==> src/rtl/dma_xfer_sequencer.sv <==
// Control sequencer for a four-channel 8237-style DMA datapath.
// Arbitrates requests, runs the HRQ/HLDA handshake, steps SI/S0..S4 and
// keeps per-channel word counts with terminal-count (TC) generation.
// Optional feature: define DMA_AUTOINIT_EN to add the autoinit port and
// per-channel base registers that reload the count at TC.
// Count update, TC flags and the eop pulse are registered on the edge that
// enters S4, so they are visible during the S4 cycle; a wc_load sampled on
// that same edge for the active channel wins over the decrement.
module dma_xfer_sequencer #(
  parameter int unsigned NCH = 4,
  parameter int unsigned WCW = 16
) (
  input  logic             CLK,
  input  logic             RESET,
  input  logic [NCH-1:0]   DREQ,
  input  logic             HLDA,
  input  logic             EOP_N_IN,
  input  logic [NCH-1:0]   mask,
  input  logic             rot_pri,
  input  logic [2*NCH-1:0] xfer_type,
  input  logic [NCH-1:0]   wc_load,
  input  logic [WCW-1:0]   wc_data,
`ifdef DMA_AUTOINIT_EN
  input  logic [NCH-1:0]   autoinit,
`endif
  output logic             HRQ,
  output logic [NCH-1:0]   DACK,
  output logic             aen,
  output logic             adstb,
  output logic             ior,
  output logic             iow,
  output logic             memr,
  output logic             memw,
  output logic             eop,
  output logic [NCH-1:0]   tc_status,
  output logic             addr_step,
  output logic [1:0]       active_ch
);

  typedef enum logic [2:0] {StSi, StS0, StS1, StS2, StS3, StS4} state_e;

  state_e         state_q;
  logic [WCW-1:0] count_q [NCH];
`ifdef DMA_AUTOINIT_EN
  logic [WCW-1:0] base_q [NCH];
`endif
  logic [NCH-1:0] tc_mask_q;
  logic [1:0]     rot_ptr_q;
  logic           eop_latch_q;

  logic [NCH-1:0] elig;
  logic [1:0]     win;
  logic           win_valid;
  logic [1:0]     start;
  logic [1:0]     idx;
  logic [1:0]     ch_type;
  logic           is_wr;
  logic           is_rd;
  logic [NCH-1:0] dack_oh;
  logic [WCW-1:0] cur_cnt;
  logic [WCW-1:0] dec_cnt;
  logic           tc_fire;
  logic           abort;

  assign elig    = DREQ & ~mask & ~tc_mask_q;
  assign ch_type = xfer_type[{active_ch, 1'b0} +: 2];
  assign is_wr   = (ch_type == 2'b01);
  assign is_rd   = (ch_type == 2'b10);
  assign cur_cnt = count_q[active_ch];
  assign dec_cnt = cur_cnt - WCW'(1);
  // TC from count exhaustion or external EOP; a same-channel load suppresses it
  assign tc_fire = ((cur_cnt == '0) || eop_latch_q || !EOP_N_IN) && !wc_load[active_ch];
  assign abort   = !HLDA && (state_q inside {StS1, StS2, StS3});

  // Arbitration: fixed starts at ch0, rotating starts one past the last serviced
  always_comb begin
    win       = '0;
    win_valid = 1'b0;
    idx       = '0;
    start     = rot_pri ? rot_ptr_q + 2'd1 : 2'd0;
    for (int k = 0; k < 4; k++) begin
      idx = start + 2'(k);
      if (!win_valid && elig[idx]) begin
        win       = idx;
        win_valid = 1'b1;
      end
    end
  end

  // One-hot acknowledge for the latched channel
  always_comb begin
    dack_oh            = '0;
    dack_oh[active_ch] = 1'b1;
  end

  // Transfer FSM with registered outputs, plus word-count and TC bookkeeping
  always_ff @(posedge CLK) begin
    if (RESET) begin
      state_q     <= StSi;
      HRQ         <= 1'b0;
      DACK        <= '0;
      aen         <= 1'b0;
      adstb       <= 1'b0;
      ior         <= 1'b1;
      iow         <= 1'b1;
      memr        <= 1'b1;
      memw        <= 1'b1;
      eop         <= 1'b1;
      addr_step   <= 1'b0;
      active_ch   <= '0;
      tc_status   <= '0;
      tc_mask_q   <= '0;
      rot_ptr_q   <= 2'd3;
      eop_latch_q <= 1'b0;
      for (int unsigned i = 0; i < NCH; i++) begin
        count_q[i] <= '0;
`ifdef DMA_AUTOINIT_EN
        base_q[i]  <= '0;
`endif
      end
    end else begin
      if (abort || state_q == StS4) begin
        // Completion or HLDA loss: everything returns inactive in SI
        if (state_q == StS4) rot_ptr_q <= active_ch;
        state_q     <= StSi;
        HRQ         <= 1'b0;
        DACK        <= '0;
        aen         <= 1'b0;
        adstb       <= 1'b0;
        ior         <= 1'b1;
        iow         <= 1'b1;
        memr        <= 1'b1;
        memw        <= 1'b1;
        eop         <= 1'b1;
        addr_step   <= 1'b0;
        eop_latch_q <= 1'b0;
      end else begin
        unique case (state_q)
          StSi: begin
            if (win_valid) begin
              active_ch <= win;
              HRQ       <= 1'b1;
              state_q   <= StS0;
            end
          end
          StS0: begin
            if (HLDA) begin
              aen     <= 1'b1;
              adstb   <= 1'b1;
              DACK    <= dack_oh;
              state_q <= StS1;
            end
          end
          StS1: begin
            adstb   <= 1'b0;
            ior     <= !is_wr;
            memr    <= !is_rd;
            state_q <= StS2;
          end
          StS2: begin
            if (!EOP_N_IN) eop_latch_q <= 1'b1;
            memw    <= !is_wr;
            iow     <= !is_rd;
            state_q <= StS3;
          end
          StS3: begin
            addr_step          <= 1'b1;
            eop_latch_q        <= 1'b0;
            count_q[active_ch] <= dec_cnt;
            if (tc_fire) begin
              eop                  <= 1'b0;
              tc_status[active_ch] <= 1'b1;
`ifdef DMA_AUTOINIT_EN
              if (autoinit[active_ch]) count_q[active_ch] <= base_q[active_ch];
              else                     tc_mask_q[active_ch] <= 1'b1;
`else
              tc_mask_q[active_ch] <= 1'b1;
`endif
            end
            state_q <= StS4;
          end
          default: state_q <= StSi;
        endcase
      end
      // Loads come last so they override any same-cycle decrement or TC
      for (int unsigned i = 0; i < NCH; i++) begin
        if (wc_load[i]) begin
          count_q[i]   <= wc_data;
          tc_mask_q[i] <= 1'b0;
          tc_status[i] <= 1'b0;
`ifdef DMA_AUTOINIT_EN
          base_q[i]    <= wc_data;
`endif
        end
      end
    end
  end

endmodule

==> config.mk <==
export PLATFORM = sky130hd
export DESIGN_NAME = dma_xfer_sequencer
export DESIGN_NICKNAME = d
export VERILOG_FILES = /design/src/rtl/dma_xfer_sequencer.sv
export SDC_FILE = /design/constraint.sdc
export NUM_CORES = 1
export LEC_CHECK = 0
export ABC_CLOCK_PERIOD_IN_PS = 3950
export BUFFER_PORTS_ARGS = -buffer_cell sky130_fd_sc_hd__buf_2
export CAP_MARGIN = 20
export CORE_ASPECT_RATIO = 1.5
export CORE_MARGIN = 5
export CORE_UTILIZATION = 45
export CTS_CLUSTER_DIAMETER = 120
export CTS_CLUSTER_SIZE = 20
export DETAILED_ROUTE_END_ITERATION = 10
export SYNTH_ARGS = -nofsm -noshare
export SYNTH_HDL_FRONTEND = slang
export SYNTH_SLANG_ARGS = --single-unit
==> constraint.sdc <==
create_clock -name CLK -period 3.95 [get_ports CLK]
set_input_delay 0.1975 -clock CLK [delete_from_list [all_inputs] [get_ports CLK]]
set_output_delay 0.1975 -clock CLK [all_outputs]
set_load 0.005 [all_outputs]
Yosys cells after proc, flatten, opt, wreduce, memory -nomap -nowiden

Memories as Yosys holds them, arrays and structs flattened. A register that Yosys moved wholly into a read port is not among the register bits.
Cells that the tools add are included.

Memories kept: 1
Register bits: 29
Output and inout port bits: 19
Input bits: 41
Logic and storage cells: 160
Memory bits (writable): 64

Memories:

| memory  | depth | width | read ports | clocked after memory_dff | write ports | line | text |
|---|---|---|---|---|---|---|---|
| count_q | 4     | 16    | 1          | 1                        | 5           | 43   | `logic [WCW-1:0] count_q [NCH];` |

Equality and inequality tests: 14
Add/subtract/negate cells: 5
Mux-type cells: 52
Shift operators: 1
$lt $le $gt $ge: 6
Bitwise logic cells: 23
Reductions and logical operators: 36

Operators by type and width:

| cell                    | count |
|---|---|
| $mux W16                | 4 |
| $mux W1                 | 30 |
| $logic_not A16 Y1       | 1 |
| $sub A16 B1 Y16 const B | 1 |
| $lt A2 B3 Y1 const B    | 5 |
| $pmux W3 S5             | 1 |
| $mux W2                 | 7 |
| $reduce_and A2 Y1       | 7 |
| $bmux W1 S2             | 5 |
| $eq A2 B2 Y1 const B    | 5 |
| $reduce_or A2 Y1        | 5 |
| $and A1 B1 Y1           | 8 |
| $and A4 B4 Y4           | 2 |
| $logic_not A1 Y1        | 8 |
| $not A4 Y4              | 2 |
| $or A4 B4 Y4            | 2 |
| $shiftx A8 B4 Y2        | 1 |
| $eq A3 B2 Y1 const B    | 2 |
| $eq A3 B3 Y1 const B    | 2 |
| $logic_and A1 B1 Y1     | 6 |
| $mux W3                 | 2 |
| $ne A2 B2 Y1 const B    | 3 |
| $reduce_and A3 Y1       | 2 |
| $not A1 Y1              | 5 |
| other kinds (12)        | 21 |

Logic depth before layout (Yosys ltp)

Depth after elaboration: 18
Gate-level depth with buffers: 9
Depth with buffers taken out: 7

Worst setup path before layout

OpenSTA, ideal clock, no wires.

Kind: flip-flop to flip-flop
From: register active_ch[1]
To: memory count_q[1][0], enable pin
Path buffers: 3
Data arrival time: 2398 ps
Required time: 3578 ps
Library setup time: 372 ps
Period minus slack after synthesis: 2770 ps
Cell stages (with the launch flop): 9
Path slack: 1180 ps
Cells stage by stage: dfxtp_1 -> clkbuf_1 -> mux4_2 -> nor2_1 -> nand2_1 -> or2_1 -> clkbuf_1 -> clkbuf_1 -> nand2_1

RTL lines:

| what                     | line | text |
|---|---|---|
| start: declaration       | 37   | `output logic [1:0] active_ch` |
| start signal: assignment | 141  | `active_ch <= win;` |
| end: declaration         | 43   |  |

==> flow_results.org <==
** Power and ir drop
- Of the total power, registers draw 0.463.
- For this design the ratio of total power to cell area is roughly 450 nW/um2.
- IR analysis of the VDD net gives a maximum drop of 0.229 mV.
- Static Leakage :: between 0.002 and 0.0025 uW
- Switching power of the nets :: about 700 uW
- Of the total power, the clock network draws 0.352.
- Switching fraction of total power :: 0.274
- The share of total power dissipated in combinational logic is 0.185.
- P_int :: 1850 uW

** Route
- Remaining antenna violation count :: 0
- Before antenna repair, the detailed router went through 4 iterations.
- After detailed routing, the number of vias per cell comes to approximately 5.6.
- The routed layout has approximately 3.8k vias.
- After detailed routing, the average wire length per cell comes to about 19 um.
- After the first detailed-routing iteration, the DRC count stood at ~220.
- The final layout contains routed wiring with a total length of 13000 um.
- In the routed design, unresolved DRC markers number 0.

** Synth
- For this run, the number of Yosys warnings is 0.
- Average cell area after synthesis :: ~11 um2
- Combined area of all synthesized cells :: 4950 um2
- Yosys mapped a number of flops with a built-in enable equal to 64.
- Number of nets in the synthesized netlist :: about 510
- The share of synthesized area in the top cell type comes to 0.388.
- In the synthesized netlist, the number of instances is between 400 and 500.
- Post-synthesis register bit count :: 95
- The biggest area contributor in the post-synthesis netlist is sky130_fd_sc_hd__edfxtp_1.
- Netlist cell types :: between 50 and 60
- Ranked by total cell area, the synthesized netlist is headed by sky130_fd_sc_hd__edfxtp_1 (39%), sky130_fd_sc_hd__dfxtp_1 (13%), sky130_fd_sc_hd__o21ai_0 (6.5%).
- Sequential-to-total area share from yosys stat :: 0.513
- The most used flip-flop cell after synthesis is sky130_fd_sc_hd__edfxtp_1.
- Of all flip-flops after synthesis, the portion carrying an async set or reset was 0.

** Clock network
- In this run, CTS created clock tree buffers numbering 9.
- The tree is rooted in a sky130_fd_sc_hd__clkbuf_16.
- Clock slew at reported path FFs :: 0.07 ns
- CTS saw 95 sinks.
- After clock tree synthesis, the setup repair step added 0 buffers.
- CTS built an H-tree with a depth of 3.
- Cts repair resizes :: 0
- Number of buffers added to fix hold violations after cts :: 0
- The clock reaches the later pin of the worst-skew pair after roughly 0.34 ns.
- The longest clock path from root to sink contains 2 buffers.
- TritonCTS built the clock tree.

** STA
- Hold violation total from the final report :: 0
- Setup tns final :: 0 ns
- Final Setup Violations :: 0
- Setup repair after global routing left no endpoint under its margin.
- After layout, the minimum clock period comes to 2.95 ns.
- Remaining max-slew budget at the tightest pin :: 0.393
- Number of max-slew violations in the final report :: 0
- Top achievable clock speed :: about 340 MHz
- Period utilization :: 0.748
- Between clock sinks in the finished design, the worst skew comes to about 0.011 ns.
- Transition time of the tightest slew-check pin :: slightly above 0.9 ns

** GRT
- Across every metal layer, demand over resource in global routing totals 0.209.
- First-pass GRT wire length :: ~21000 um
- The number of antenna violations at the first check in global routing came to 0.
- Grt total ovfl :: 0
- Vias in the first global route :: 4048
- Entering global routing, the biggest net connects 19 pins.

** Floorplanning
- Chip width :: 95.7 um
- Area of the die :: between 10000 and 15000 um2
- Placeable Area :: ~11000 um2
- Site Rows :: between 40 and 50
- Starting Density :: 0.453
- Total I/O pin count :: 60
- Vertical die dimension :: 139 um

** Outcome
- Run status :: finished, final reports clean

** Setup path
- Kind of start point of the critical path :: register
- The largest single stage delay on the critical path is ~0.60 ns.
- Data required time of the critical path :: slightly above 4 ns
- Worst path slowest cell :: sky130_fd_sc_hd__mux4_2
- Crit. End Element :: register
- At the worst endpoint, the arrival time is between 3 and 4 ns.
- The worst setup path is of the register to register kind.
- Maximum fanout along the worst path :: 11
- Traced cell by cell, the critical path runs through buf_4, mux4_2, or2_1, nor4_1, nor3b_2, xnor2_1, o21ai_1.

** Final layout
- Most frequent standard cell in the layout excluding fill and tap cells :: sky130_fd_sc_hd__nand2_1
- Finished Layout Cells :: approximately 670
- P&R area growth vs syn :: 14.9%
- The number of antenna diodes in the final layout is 0.
- # nets final :: between 500 and 600
- Fraction of layout instances using a drive strength above 1 :: 0.216
- Most frequent cells in the layout :: sky130_fd_sc_hd__nand2_1 (85), sky130_fd_sc_hd__o21ai_0 (64), sky130_fd_sc_hd__edfxtp_1 (64)

** Placed design
- Once detailed placement completed, the half-perimeter wirelength came to about 9000 um.
- Once placement completed, the tool counted placed cells totaling between 600 and 700.
- GPL Wtd Cong :: between 0.8 and 0.9
- Number of port buffers :: slightly below 60

** Run
- Max_cap viols :: 0

** Worst hold path
- Path class of the lowest-slack min-delay path :: primary input to register
## cell type report
type	count	area, um2
well taps	147	184
repair buffers	69	370
clock buffers	11	254
fillers	1021	5250
multi-input cells	338	2250
inverters	9	33.8
flip-flops and latches	95	2540
clock inverters	5	52.6
## path summary, 6_finish.rpt
kind                            depth (start not counted)                        end                       from  slack (ns)
worst max register to register                          7   count_q[3][13]$_DFFE_PP_                   register         1.0
worst min-delay path                                    3    count_q[2][7]$_DFFE_PP_                 wc_data[7]        0.17
worst min register to register                          1  tc_status[3]$_SDFFE_PP0P_  tc_status[3]$_SDFFE_PP0P_        0.47
worst max-delay path                                    7   count_q[3][13]$_DFFE_PP_                   register         1.0
## registers in the layout, summed over array words and instances, names as in the netlist, 2 cells and up, named ones only
name / flops
rot_ptr_q: 2
tc_mask_q: 4
tc_status: 4
active_ch: 2
DACK: 4
count_q: 64
state_q: 3
## through the flow
stage	setup slack [ns]	hold slack (ns)	power, uW	utilization	cell area (um2)
5_1_grt	0.745	0.195	2660	0.520	5690
4_1_cts	0.984	0.166	2560	0.520	5690
6_report	0.996	0.173	2550	0.520	5690
3_3_place_gp	1.00	0.435	1660	0.492	5390
3_5_place_dp	0.967	0.453	1680	0.492	5390
2_1_floorplan	1.18	0.371	1530	-	4950
## power groups by stage
| stage | Clock (uW) | Sequential (uW) | Combinational (uW) |
|---|---|---|---|
| 6_report | 897 | 1180 | 472 |
| 5_1_grt | 950 | 1190 | 519 |
| 4_1_cts | 906 | 1180 | 473 |
| 3_5_place_dp | 0 | 1210 | 470 |
| 3_3_place_gp | 0 | 1200 | 461 |
| 2_1_floorplan | 0 | 1160 | 364 |
## metal layers
layer  GRT usage  share of wire  vias up
met5           0              0        -
met1       0.243           0.39     1843
li1            -              -     1812
met2       0.379           0.55      106
met4      0.0757          0.024        0
met3      0.0293          0.040       27
## worst max-delay path, delay by kind of cell (launching register included)
family | cells | cell delay [ns]
AND/OR/NAND/NOR | 3 | 0.88
buffers and inverters | 1 | 0.33
flip-flops | 1 | 0.54
multiplexers | 1 | 0.60
AO/OA/AOI/OAI | 1 | 0.12
XOR/XNOR | 1 | 0.22
## synth_stat cells (all sizes together), types with 2 or more instances
| library cell | count |
|---|---|
| a211oi | 2 |
| a21o | 4 |
| a21oi | 16 |
| a22o | 4 |
| a311oi | 2 |
| buf | 2 |
| clkbuf | 26 |
| dfxtp | 31 |
| edfxtp | 64 |
| ha | 2 |
| inv | 9 |
| mux2 | 2 |
| mux2i | 10 |
| mux4 | 19 |
| nand2 | 85 |
| nand2b | 7 |
| nand3 | 10 |
| nand3b | 4 |
| nand4 | 2 |
| nor2 | 35 |
| nor2b | 8 |
| nor3 | 6 |
| nor3b | 7 |
| nor4 | 2 |
| nor4b | 2 |
| o21a | 2 |
| o21ai | 68 |
| o311a | 2 |
| or2 | 2 |
| or3 | 3 |
| or3b | 4 |
| xnor2 | 8 |
| xor2 | 9 |
## cells by family (layout without fill, tap and decap cells)
logic type | Yosys count | after routing | synth area share
flops | 95 | 95 | 0.513
mux | 31 | 31 | 0.115
fa+ha+maj | 2 | 2 | 0.00505
buf+inv | 37 | 94 | 0.0328
simple gates | 183 | 183 | 0.182
xor+xnor | 17 | 17 | 0.0301
compound gates | 105 | 105 | 0.122
No activity file was read; power rests on OpenSTA's default activity.
